--- src/rtl/enigma_display_scanner_pkg.sv ---
// Shared types and constants for the Enigma 4-digit display scanner.
// Digit map: 0 = output letter, 1..3 = rotor r0..r2 positions.
package enigma_disp_pkg;

   localparam int NUM_DIGITS = 4;
   localparam int CODE_W     = 6;
   localparam int LETTER_MAX = 25;

   typedef logic [CODE_W-1:0] code_t;
   typedef logic [6:0]        seg_t;
   typedef logic [1:0]        dig_t;
   typedef code_t [NUM_DIGITS-1:0] codes_t;

   localparam code_t BLANK_CODE = 6'd63;
   localparam seg_t  SEG_BLANK  = 7'h7F;

   localparam dig_t DIG_LETTER = 2'd0;
   localparam dig_t DIG_R0     = 2'd1;
   localparam dig_t DIG_R1     = 2'd2;
   localparam dig_t DIG_R2     = 2'd3;

   function automatic logic is_letter(input code_t c);
      return c <= code_t'(LETTER_MAX);
   endfunction

   function automatic logic [NUM_DIGITS-1:0] anode_on(input dig_t d);
      return ~(4'b0001 << d);
   endfunction

endpackage

--- src/rtl/enigma_display_scanner_if.sv ---
// Load/digit bus between Enigma core and display scanner.
// SEG_BLINK_EN adds the rotor-edit blink controls.
interface enigma_display_scanner_if;
   import enigma_disp_pkg::*;

   logic       load;
   code_t      letter_in;
   code_t      r0_pos;
   code_t      r1_pos;
   code_t      r2_pos;
   logic [3:0] digit_en;
   logic [3:0] an;
   seg_t       seg;
   logic       frame_tick;
   logic       pending;
`ifdef SEG_BLINK_EN
   logic       edit_active;
   logic [1:0] edit_sel;
`endif

   modport master (
`ifdef SEG_BLINK_EN
      output edit_active,
      output edit_sel,
`endif
      output load,
      output letter_in,
      output r0_pos,
      output r1_pos,
      output r2_pos,
      output digit_en,
      input  an,
      input  seg,
      input  frame_tick,
      input  pending
   );

   modport slave (
`ifdef SEG_BLINK_EN
      input  edit_active,
      input  edit_sel,
`endif
      input  load,
      input  letter_in,
      input  r0_pos,
      input  r1_pos,
      input  r2_pos,
      input  digit_en,
      output an,
      output seg,
      output frame_tick,
      output pending
   );

endinterface

--- src/rtl/enigma_display_scanner_seg.sv ---
// seg_letter_display: letter code 0..25 to active-low segments {g,f,e,d,c,b,a}.
// Out-of-range codes decode to all segments off.
module seg_letter_display
   import enigma_disp_pkg::*;
(
   input  code_t code_i,
   output seg_t  seg_o
);

   seg_t lit;

   // Table is active-high (lit segment = 1); inverted once at the output.
   always_comb begin
      lit = 7'h00;
      case (code_i)
         6'd0:  lit = 7'h77;
         6'd1:  lit = 7'h7C;
         6'd2:  lit = 7'h39;
         6'd3:  lit = 7'h5E;
         6'd4:  lit = 7'h79;
         6'd5:  lit = 7'h71;
         6'd6:  lit = 7'h3D;
         6'd7:  lit = 7'h76;
         6'd8:  lit = 7'h30;
         6'd9:  lit = 7'h1E;
         6'd10: lit = 7'h75;
         6'd11: lit = 7'h38;
         6'd12: lit = 7'h37;
         6'd13: lit = 7'h54;
         6'd14: lit = 7'h3F;
         6'd15: lit = 7'h73;
         6'd16: lit = 7'h67;
         6'd17: lit = 7'h50;
         6'd18: lit = 7'h6D;
         6'd19: lit = 7'h78;
         6'd20: lit = 7'h3E;
         6'd21: lit = 7'h1C;
         6'd22: lit = 7'h2A;
         6'd23: lit = 7'h64;
         6'd24: lit = 7'h6E;
         6'd25: lit = 7'h5B;
         default: lit = 7'h00;
      endcase
   end

   assign seg_o = ~lit;

endmodule

--- src/rtl/enigma_display_scanner.sv ---
// Time-multiplexed 4-digit common-anode scanner with guard blanking.
// Optional SEG_BLINK_EN blinks the rotor digit being edited.
module enigma_display_scanner
   import enigma_disp_pkg::*;
#(
   parameter int SLOT_CYCLES  = 25000,
   parameter int GUARD_CYCLES = 16
`ifdef SEG_BLINK_EN
   ,
   parameter int BLINK_FRAMES = 250
`endif
) (
   input  logic clk,
   input  logic rst_n,
   enigma_display_scanner_if.slave bus
);

   localparam int CNT_W = (SLOT_CYCLES > 1) ? $clog2(SLOT_CYCLES) : 1;

   generate
      if (SLOT_CYCLES < 2) begin : g_bad_slot
         $error("SLOT_CYCLES must be >= 2");
      end
      if (GUARD_CYCLES >= SLOT_CYCLES) begin : g_bad_guard
         $error("GUARD_CYCLES must be < SLOT_CYCLES");
      end
   endgenerate

   logic [CNT_W-1:0] cnt_q, cnt_d;
   dig_t             idx_q, idx_d;
   codes_t           shadow_q, shadow_d;
   codes_t           active_q, active_d;
   logic             pending_q, pending_d;
   logic [3:0]       an_q, an_d;
   seg_t             seg_q, seg_d;
   logic             tick_q;

   logic   wrap;
   logic   boundary;
   logic   guard;
   logic   hide_edit;
   codes_t in_codes;
   code_t  cur_code;
   seg_t   dec_seg;

   assign wrap     = (cnt_q == CNT_W'(SLOT_CYCLES - 1));
   assign boundary = wrap && (idx_q == DIG_R2);
   assign guard    = (cnt_q < CNT_W'(GUARD_CYCLES));
   assign cur_code = active_q[idx_q];

   assign in_codes[DIG_LETTER] = bus.letter_in;
   assign in_codes[DIG_R0]     = bus.r0_pos;
   assign in_codes[DIG_R1]     = bus.r1_pos;
   assign in_codes[DIG_R2]     = bus.r2_pos;

   seg_letter_display u_dec (
      .code_i (cur_code),
      .seg_o  (dec_seg)
   );

`ifdef SEG_BLINK_EN
   localparam int FRM_W = (BLINK_FRAMES > 1) ? $clog2(BLINK_FRAMES) : 1;

   logic [FRM_W-1:0] frm_q;
   logic             blink_q;

   // edit_sel 0..2 selects rotor digits 1..3; 3 matches no digit.
   assign hide_edit = bus.edit_active && !blink_q &&
                      ({1'b0, idx_q} == (3'(bus.edit_sel) + 3'd1));
`else
   assign hide_edit = 1'b0;
`endif

   always_comb begin
      cnt_d     = wrap ? '0 : cnt_q + 1'b1;
      idx_d     = wrap ? idx_q + 2'd1 : idx_q;
      shadow_d  = shadow_q;
      active_d  = active_q;
      pending_d = pending_q;
      if (boundary) begin
         pending_d = 1'b0;
         if (bus.load) begin
            shadow_d = in_codes;
            active_d = in_codes;
         end else if (pending_q) begin
            active_d = shadow_q;
         end
      end else if (bus.load) begin
         shadow_d  = in_codes;
         pending_d = 1'b1;
      end
   end

   always_comb begin
      an_d = 4'b1111;
      priority case (1'b1)
         guard:                   an_d = 4'b1111;
         !bus.digit_en[idx_q]:    an_d = 4'b1111;
         hide_edit:               an_d = 4'b1111;
         default:                 an_d = anode_on(idx_q);
      endcase
      seg_d = SEG_BLANK;
      if (!guard && is_letter(cur_code)) begin
         seg_d = dec_seg;
      end
   end

   always_ff @(posedge clk) begin
      if (!rst_n) begin
         cnt_q     <= '0;
         idx_q     <= DIG_LETTER;
         shadow_q  <= {NUM_DIGITS{BLANK_CODE}};
         active_q  <= {NUM_DIGITS{BLANK_CODE}};
         pending_q <= 1'b0;
         an_q      <= 4'b1111;
         seg_q     <= SEG_BLANK;
         tick_q    <= 1'b0;
`ifdef SEG_BLINK_EN
         frm_q     <= '0;
         blink_q   <= 1'b1;
`endif
      end else begin
         cnt_q     <= cnt_d;
         idx_q     <= idx_d;
         shadow_q  <= shadow_d;
         active_q  <= active_d;
         pending_q <= pending_d;
         an_q      <= an_d;
         seg_q     <= seg_d;
         tick_q    <= boundary;
`ifdef SEG_BLINK_EN
         if (boundary) begin
            if (frm_q == FRM_W'(BLINK_FRAMES - 1)) begin
               frm_q   <= '0;
               blink_q <= ~blink_q;
            end else begin
               frm_q <= frm_q + 1'b1;
            end
         end
`endif
      end
   end

   assign bus.an         = an_q;
   assign bus.seg        = seg_q;
   assign bus.frame_tick = tick_q;
   assign bus.pending    = pending_q;

endmodule

--- src/flat_wrapper.sv ---
// flat-port wrapper written by rule: the top's interface ports become plain ports
module enigma_display_scanner_flat import enigma_disp_pkg::*;
#(
   parameter int SLOT_CYCLES  = 25000,
   parameter int GUARD_CYCLES = 16

)
  (clk, rst_n, bus_load, bus_letter_in, bus_r0_pos, bus_r1_pos, bus_r2_pos, bus_digit_en, bus_an, bus_seg, bus_frame_tick, bus_pending);
  enigma_display_scanner_if bus_i ();
  input  logic clk;
  input  logic rst_n;
  input wire logic [$bits(bus_i.load)-1:0] bus_load;
  input wire logic [$bits(bus_i.letter_in)-1:0] bus_letter_in;
  input wire logic [$bits(bus_i.r0_pos)-1:0] bus_r0_pos;
  input wire logic [$bits(bus_i.r1_pos)-1:0] bus_r1_pos;
  input wire logic [$bits(bus_i.r2_pos)-1:0] bus_r2_pos;
  input wire logic [$bits(bus_i.digit_en)-1:0] bus_digit_en;
  output wire logic [$bits(bus_i.an)-1:0] bus_an;
  output wire logic [$bits(bus_i.seg)-1:0] bus_seg;
  output wire logic [$bits(bus_i.frame_tick)-1:0] bus_frame_tick;
  output wire logic [$bits(bus_i.pending)-1:0] bus_pending;
  assign bus_i.load = bus_load;
  assign bus_i.letter_in = bus_letter_in;
  assign bus_i.r0_pos = bus_r0_pos;
  assign bus_i.r1_pos = bus_r1_pos;
  assign bus_i.r2_pos = bus_r2_pos;
  assign bus_i.digit_en = bus_digit_en;
  assign bus_an = bus_i.an;
  assign bus_seg = bus_i.seg;
  assign bus_frame_tick = bus_i.frame_tick;
  assign bus_pending = bus_i.pending;
  enigma_display_scanner #(.SLOT_CYCLES(SLOT_CYCLES), .GUARD_CYCLES(GUARD_CYCLES)) u_core (.clk(clk), .rst_n(rst_n), .bus(bus_i));
endmodule
--- config.mk ---
export PLATFORM = sky130hd
export DESIGN_NAME = enigma_display_scanner_flat
export DESIGN_NICKNAME = d
export VERILOG_FILES = /design/src/rtl/enigma_display_scanner_pkg.sv /design/src/rtl/enigma_display_scanner_if.sv /design/src/rtl/enigma_display_scanner_seg.sv /design/src/rtl/enigma_display_scanner.sv /design/src/flat_wrapper.sv
export SDC_FILE = /design/constraint.sdc
export NUM_CORES = 1
export LEC_CHECK = 0
export CAP_MARGIN = 20
export CORE_MARGIN = 2
export CORE_UTILIZATION = 35
export DETAILED_ROUTE_END_ITERATION = 6
export SYNTH_ARGS = -nofsm -noshare
export SYNTH_HDL_FRONTEND = slang
export SYNTH_HIERARCHICAL = 1
export SYNTH_SLANG_ARGS = --single-unit
export TNS_END_PERCENT = 20
--- constraint.sdc ---
create_clock -name clk -period 2.65 [get_ports clk]
set_input_delay 0.265 -clock clk [delete_from_list [all_inputs] [get_ports clk]]
set_output_delay 0.265 -clock clk [all_outputs]
set_load 0.005 [all_outputs]
==> results by group, run 1 <==
Outcome
  • Result of the run: completed

Clock tree
  • Cts hold-fix bufs: 0
  • Post-cts resize count: 0
  • Post-CTS setup buffer count: 0
  • Clock Root Buffer: sky130_fd_sc_hd__clkbuf_8
  • Source-to-sink clock delay at the later pin of the worst-skew pair: 340 ps
  • Num CTS Buffers: 9
  • Clock Tree Buf Depth: 2
  • Clock-pin slew on the worst setup and hold paths: 80 ps
  • Number of clock sinks seen by CTS: 78
  • CTS tree: yes
  • H-tree lvl count: 3

Final layout
  • Area growth from synthesis to layout: 20.32%
  • Multi-input gate area: 1928 um^2
  • Final net count: 433
  • Fraction of final layout cells with drive strength greater than 1: 0.1603
  • Commonest non-fill, non-tap cells in the layout: 78 x sky130_fd_sc_hd__dfxtp_1, 42 x sky130_fd_sc_hd__clkdlybuf4s50_1, 37 x sky130_fd_sc_hd__nand2_1
  • Inserted Diodes: 0
  • Fill count: 967
  • Sequential cell area: 1562 um^2
  • Most frequent standard cell in the layout excluding fill and tap cells: sky130_fd_sc_hd__dfxtp_1

STA
  • Final count of negative-setup-slack endpoints: 0
  • Crit path time final: 2343 ps
  • Number of hold violations in the final report: 0
  • Post-route setup TNS: 0 ps
  • RSZ-0062 raised after global routing: no
  • Fmax: 426.8 MHz
  • Worst slew margin relative to its limit: 0.6310
  • Final max-slew violation count: 0
  • Worst clock skew on the final layout: 6.788 ps
  • Pin slew with the least headroom to its limit: 553.5 ps
  • Final worst setup slack: 306.8 ps
  • Period utilization: 0.8842

Setup path
  • Peak fanout along the critical path: 10
  • Worst Setup Start Kind: flip-flop
  • R2R Setup Slk: 310 ps
  • Series of cell instances along the critical path: mux4_2 -> inv_1 -> ha_1 -> nor2_1 -> o221a_1 -> o311ai_1 -> nand2b_1
  • Worst Setup Path Type: reg2reg
  • Endpoint required time on the critical path: 2930 ps
  • Register-to-Register Path Depth: 7
  • Crit-path slowest cell: sky130_fd_sc_hd__mux4_2
  • Type of element capturing the critical path: flip-flop
  • Largest stage delay on the critical path: 660 ps
  • Data arrival time of the critical path: 2630 ps
  • R2R Path Start: u_core/idx_q[1]$_SDFFE_PN0P_
  • Number of buffers and inverters on the critical path: 1
  • Capture point of the worst reg-to-reg path: u_core/bus.seg[3]$_SDFF_PN1_
  • Cell family with most CP delay: multiplexers

Detailed routing
  • Vias per cell: 4.730
  • Post-route antenna net violation count: 0
  • Routed length per placed instance: 13.31 um
  • Final Routed Wirelength: 7.039 mm
  • First-pass detailed-route iteration total: 4
  • Via count: 2,502
  • DRC violations left: 0
  • Iteration-0 DRC Markers: 102

Place
  • Number of port buffers: 43
  • Total half-perimeter wirelength after legalization and detailed placement: 5.023 mm
  • Placer's final routability congestion estimate: 0.8096
  • Placement Setup Slack: 344.3 ps

Floorplanning
  • Width of the die: 106.3 um
  • Starting Density: 0.3581
  • Floorplan Core Area: 10,230 um^2
  • Placement row count: 37
  • Die Height: 106.3 um
  • Die Footprint: 11,300 um^2
  • I/O pin cnt: 44

GRT
  • First-pass GRT wire length: 12.15 mm
  • GR Overflow Total: 0
  • Antenna violations before repair: 0
  • Total track usage: 0.1347
  • Largest net degree at the start of global routing: 25
  • Via count of the first global-routing pass: 2,517

Logic synthesis
  • Post-synthesis cell type count: 46
  • Synthesized netlist net count: 389
  • Post-synthesis compound-gate area fraction: 0.05601
  • Flip-flop cell with the highest count after synthesis: sky130_fd_sc_hd__dfxtp_1
  • Post-synth EDFFs: 0
  • Register area share after synthesis: 0.4262
  • #FFs+latches synth: 78
  • Main combinational cell family by area after synthesis: multiplexers
  • Area share of fa/ha/maj cells after synthesis: 0.04098
  • Basic-gate share of the synthesized area counting and, or, nand and nor cells: 0.1708
  • Area of the mapped netlist: 3664 um^2
  • Xor and xnor area share after synthesis: 0.03586
  • Number of cells produced by synthesis: 346
  • Number of warning messages in the yosys log: 6
  • Mux share of post-synthesis cell area: 0.2227
  • Mean post-synth cell area: 10.59 um^2
  • Fraction of synthesis flops using an asynchronous set or reset pin: 0

Min path
  • Capture endpoint of the worst hold path: u_core/shadow_q[3]$_SDFFE_PN1P_
  • Hold_sp: rst_n
  • Worst hold path class: in2reg
  • Number of cells traversed by the worst hold path: 2

Power
  • Worst vdd ir: 0.0002745 V
  • Reported leakage power: 1.707 nW
  • Power density over cell area: 496.2 nW/um^2

Job
  • Number of max-cap violations: 0
## power breakdown
group / leakage (nW) / internal, mW / switching [mW] / total [mW]
sequential: 0.636 / 1.20 / 0.00980 / 1.21
clock: 0.0980 / 0.449 / 0.404 / 0.853
combinational: 0.972 / 0.0711 / 0.0556 / 0.127
total: 1.71 / 1.72 / 0.469 / 2.19
## cells in the mapped netlist, types with 7 or more instances
cell	n	area share
sky130_fd_sc_hd__dfxtp_1	78	0.43
sky130_fd_sc_hd__nand2_1	37	0.038
sky130_fd_sc_hd__nand2b_1	35	0.060
sky130_fd_sc_hd__mux2i_1	29	0.079
sky130_fd_sc_hd__mux2_4	20	0.082
sky130_fd_sc_hd__nor2_1	18	0.018
sky130_fd_sc_hd__ha_1	12	0.041
sky130_fd_sc_hd__inv_1	11	0.011
sky130_fd_sc_hd__clkbuf_1	10	0.010
sky130_fd_sc_hd__xnor2_1	10	0.024
sky130_fd_sc_hd__mux4_2	8	0.049
sky130_fd_sc_hd__a21oi_1	7	0.0096
## registers in the layout, summed over array words and instances (netlist names)
register	flops
u_core/bus.pending	1
u_core/shadow_q	24
u_core/bus.seg	7
u_core/bus.frame_tick	1
u_core/active_q	24
u_core/bus.an	4
u_core/cnt_q	15
u_core/idx_q	2
## cells by family (layout without fill, tap and decap cells)
logic type | Yosys count | in the layout
mux | 61 | 61
fa+ha+maj | 12 | 12
buf+inv | 33 | 80
compound gates | 28 | 28
simple gates | 119 | 119
flops | 78 | 78
xor+xnor | 15 | 15
## layer usage
metal | wire [um] | up-vias | track usage
met5 | 0 | - | 0
met4 | 51 | 0 | 0.03571
met3 | 310 | 4 | 0.04047
met2 | 3160 | 53 | 0.2088
met1 | 3517 | 1167 | 0.1827
li1 | - | 1278 | -
## worst max-delay path by stage
stage | from | slack [ps] | cells after the start | end
after floorplan | u_core/idx_q[1]$_SDFFE_PN0P_ | 370 | 8 | u_core/bus.seg[1]$_SDFF_PN1_
after global placement | u_core/idx_q[1]$_SDFFE_PN0P_ | 400 | 7 | u_core/bus.seg[1]$_SDFF_PN1_
after detailed placement | u_core/idx_q[1]$_SDFFE_PN0P_ | 340 | 7 | u_core/bus.seg[3]$_SDFF_PN1_
after CTS | u_core/idx_q[1]$_SDFFE_PN0P_ | 320 | 7 | u_core/bus.seg[1]$_SDFF_PN1_
after global routing | u_core/idx_q[1]$_SDFFE_PN0P_ | 100 | 7 | u_core/bus.seg[3]$_SDFF_PN1_
final | u_core/idx_q[1]$_SDFFE_PN0P_ | 310 | 7 | u_core/bus.seg[3]$_SDFF_PN1_
## layout make-up
class                   instances  area share
clock inverters                 4     0.01107
repair buffers                 53      0.1164
well taps                     136     0.03860
inverters                      13     0.01107
flip-flops and latches         78      0.3542
multi-input cells             235      0.4374
clock buffers                  10     0.03122
## worst reg2reg max path: cells and delay by family (launching register included)
kind | cells | cell delay [ps]
compound gates | 2 | 520
buf+inv | 1 | 200
mux | 1 | 660
fa+ha+maj | 1 | 280
flops | 1 | 440
simple gates | 2 | 200
## per-stage QoR
stage / utilization / power [mW] / std cells / instance area [um^2] / hold slack (ps)
after floorplan: - / 1.297 / 346 / 3664 / 407.5
after global placement: 0.4126 / 1.362 / 515 / 4222 / 429.4
after detailed placement: 0.4126 / 1.363 / 515 / 4222 / 445.9
after CTS: 0.4308 / 2.226 / 529 / 4408 / 306.7
after global routing: 0.4308 / 2.287 / 529 / 4408 / 343.0
final: 0.4308 / 2.187 / 529 / 4408 / 309.2
No activity file was read; power rests on OpenSTA's default activity.
==> run 2, diff against run 1 <==
--- a/config.mk
+++ b/config.mk
@@ -6,7 +6,6 @@
 export NUM_CORES = 1
 export LEC_CHECK = 0
 export CAP_MARGIN = 20
-export CORE_MARGIN = 2
 export CORE_UTILIZATION = 35
 export DETAILED_ROUTE_END_ITERATION = 6
 export SYNTH_ARGS = -nofsm -noshare
==> constraint.sdc (replaced) <==
create_clock -name clk -period 2.8 [get_ports clk]
set_input_delay 0.28 -clock clk [delete_from_list [all_inputs] [get_ports clk]]
set_output_delay 0.28 -clock clk [all_outputs]
set_load 0.005 [all_outputs]
==> results by group, run 2 (synthesis results as in run 1) <==
Floorplanning
  • Width of the die: 104.3 um (was 106.3 um)
  • Die Footprint: 10,880 um^2 (was 11,300 um^2)
  • Starting Density: 0.3680 (was 0.3581)
  • Floorplan Core Area: 9955 um^2 (was 10,230 um^2)
  • Placement row count: 36 (was 37)
  • Die Height: 104.3 um (was 106.3 um)
  • I/O pin cnt: 44 (unchanged)

STA
  • RSZ-0062 raised after global routing: no (unchanged)
  • Final count of negative-setup-slack endpoints: 0 (unchanged)
  • Period utilization: 0.8698 (was 0.8842)
  • Worst slew margin relative to its limit: 0.4718 (was 0.6310)
  • Post-route setup TNS: 0 ps (unchanged)
  • Final worst setup slack: 364.6 ps (was 306.8 ps)
  • Crit path time final: 2435 ps (was 2343 ps)
  • Worst clock skew on the final layout: 12.07 ps (was 6.788 ps)
  • Pin slew with the least headroom to its limit: 792.3 ps (was 553.5 ps)
  • Fmax: 410.6 MHz (was 426.8 MHz)
  • Number of hold violations in the final report: 0 (unchanged)
  • Final max-slew violation count: 0 (unchanged)

GRT
  • Total track usage: 0.1352 (was 0.1347)
  • Via count of the first global-routing pass: 2,434 (was 2,517)
  • Antenna violations before repair: 0 (unchanged)
  • First-pass GRT wire length: 11.79 mm (was 12.15 mm)
  • Largest net degree at the start of global routing: 44 (was 25)
  • GR Overflow Total: 0 (unchanged)

Detailed routing
  • First-pass detailed-route iteration total: 4 (unchanged)
  • Vias per cell: 4.709 (was 4.730)
  • Iteration-0 DRC Markers: 74 (was 102)
  • Routed length per placed instance: 13.28 um (was 13.31 um)
  • Via count: 2,477 (was 2,502)
  • DRC violations left: 0 (unchanged)
  • Post-route antenna net violation count: 0 (unchanged)
  • Final Routed Wirelength: 6.985 mm (was 7.039 mm)

Setup path
  • Crit-path slowest cell: sky130_fd_sc_hd__mux4_2 (unchanged)
  • Worst Setup Start Kind: flip-flop (unchanged)
  • Series of cell instances along the critical path: mux4_2 -> inv_1 -> ha_1 -> inv_1 -> mux4_2 -> o221ai_1 -> nand2b_1 (was mux4_2 -> inv_1 -> ha_1 -> nor2_1 -> o221a_1 -> o311ai_1 -> nand2b_1)
  • Cell family with most CP delay: multiplexers (unchanged)
  • Data arrival time of the critical path: 2730 ps (was 2630 ps)
  • Endpoint required time on the critical path: 3090 ps (was 2930 ps)
  • Type of element capturing the critical path: flip-flop (unchanged)
  • Number of buffers and inverters on the critical path: 2 (was 1)
  • Worst Setup Path Type: reg2reg (unchanged)
  • Peak fanout along the critical path: 11 (was 10)
  • Largest stage delay on the critical path: 690 ps (was 660 ps)

Place
  • Placer's final routability congestion estimate: 0.8406 (was 0.8096)
  • Placement Setup Slack: 370.9 ps (was 344.3 ps)
  • Total half-perimeter wirelength after legalization and detailed placement: 4.942 mm (was 5.023 mm)
  • Number of port buffers: 43 (unchanged)
  • Placed cells: 510 (was 515)

Clock tree
  • Num CTS Buffers: 9 (unchanged)
  • H-tree lvl count: 3 (unchanged)
  • Clock Root Buffer: sky130_fd_sc_hd__clkbuf_8 (unchanged)
  • Post-CTS setup buffer count: 0 (unchanged)
  • Number of clock sinks seen by CTS: 78 (unchanged)
  • Clock-pin slew on the worst setup and hold paths: 80 ps (about the same)
  • Source-to-sink clock delay at the later pin of the worst-skew pair: 350 ps (was 340 ps)
  • Clock Tree Buf Depth: 2 (unchanged)
  • Cts hold-fix bufs: 0 (unchanged)
  • CTS tree: yes (unchanged)
  • Post-cts resize count: 0 (unchanged)

Final layout
  • Final net count: 431 (was 433)
  • Final instance count without filler cells: 526 (was 529)
  • Commonest non-fill, non-tap cells in the layout: 78 x sky130_fd_sc_hd__dfxtp_1, 42 x sky130_fd_sc_hd__clkdlybuf4s50_1, 37 x sky130_fd_sc_hd__nand2_1 (unchanged)
  • Utilization after layout: 0.4422 (was 0.4308)
  • Inserted Diodes: 0 (unchanged)
  • Largest registers: u_core/active_q: 24 flops, u_core/shadow_q: 24 flops, u_core/cnt_q: 15 flops (unchanged)
  • Most frequent standard cell in the layout excluding fill and tap cells: sky130_fd_sc_hd__dfxtp_1 (unchanged)
  • Fraction of final layout cells with drive strength greater than 1: 0.1578 (was 0.1603)
  • Area growth from synthesis to layout: 20.15% (was 20.32%)

Power
  • Power density over cell area: 479.1 nW/um^2 (was 496.2 nW/um^2)
  • Worst vdd ir: 0.0002743 V (was 0.0002745 V)
  • Reported leakage power: 1.702 nW (was 1.707 nW)
  • Overall Power: 2.109 mW (was 2.187 mW)

Outcome
  • Result of the run: completed (unchanged)

Job
  • Number of max-cap violations: 0 (unchanged)

Min path
  • Worst hold path class: reg2reg (was in2reg)
==> run 2: changes by cell type in the layout (fill, tap and decap cells not counted), sizes merged <==
cell and change:
clkbuf +1, inv +1, buf -2
==> run 2: layout make-up <==
cell class / instances / area [um^2]
Clock buffer: 11 / 141.4
Clock inverter: 5 / 57.56
Fill cell: 963 / 5553
Inverter: 13 / 48.80
Multi-Input combinational cell: 235 / 1928
Sequential cell: 78 / 1562
Tap cell: 133 / 166.4
Timing Repair Buffer: 51 / 498.0
==> run 2: path summary, 6_finish.rpt <==
kind,startpoint,to,slack (ps),depth (start not counted)
setup / recovery,u_core/idx_q[1]$_SDFFE_PN0P_,u_core/bus.seg[1]$_SDFF_PN1_,360,7
hold / removal,u_core/cnt_q[0]$_SDFF_PP0_,u_core/cnt_q[0]$_SDFF_PP0_,450,1
hold reg to reg,u_core/cnt_q[0]$_SDFF_PP0_,u_core/cnt_q[0]$_SDFF_PP0_,450,1
setup reg to reg,u_core/idx_q[1]$_SDFFE_PN0P_,u_core/bus.seg[1]$_SDFF_PN1_,360,7
==> run 2: report_power, final <==
| part | total [mW] | internal [mW] | switching [mW] | leakage [nW] |
|---|---|---|---|---|
| Clock | 0.848 | 0.438 | 0.409 | 0.104 |
| Combinational | 0.119 | 0.0663 | 0.0524 | 0.962 |
| Sequential | 1.14 | 1.13 | 0.00917 | 0.636 |
==> run 2: per-stage QoR <==
stage          hold WS, ps  cell area, um^2
2_1_floorplan        417.9             3664
3_3_place_gp         430.5             4203
3_5_place_dp         444.7             4203
4_1_cts              456.5             4402
5_1_grt              495.3             4402
6_report             452.5             4402
==> run 2: worst register-to-register path, cell delays in order (launching register included) <==
cell	delay (ps)
sky130_fd_sc_hd__dfxtp_1	540
sky130_fd_sc_hd__mux4_2	690
sky130_fd_sc_hd__inv_1	170
sky130_fd_sc_hd__ha_1	210
sky130_fd_sc_hd__inv_1	50
sky130_fd_sc_hd__mux4_2	440
sky130_fd_sc_hd__o221ai_1	170
sky130_fd_sc_hd__nand2b_1	120
==> run 2: per-layer routing <==
layer | share of wire | track usage | vias up
met5 | 0 | 0 | -
met4 | 0.012 | 0.04388 | 0
met3 | 0.050 | 0.04323 | 8
met2 | 0.44 | 0.2067 | 55
met1 | 0.50 | 0.1792 | 1138
li1 | - | - | 1276
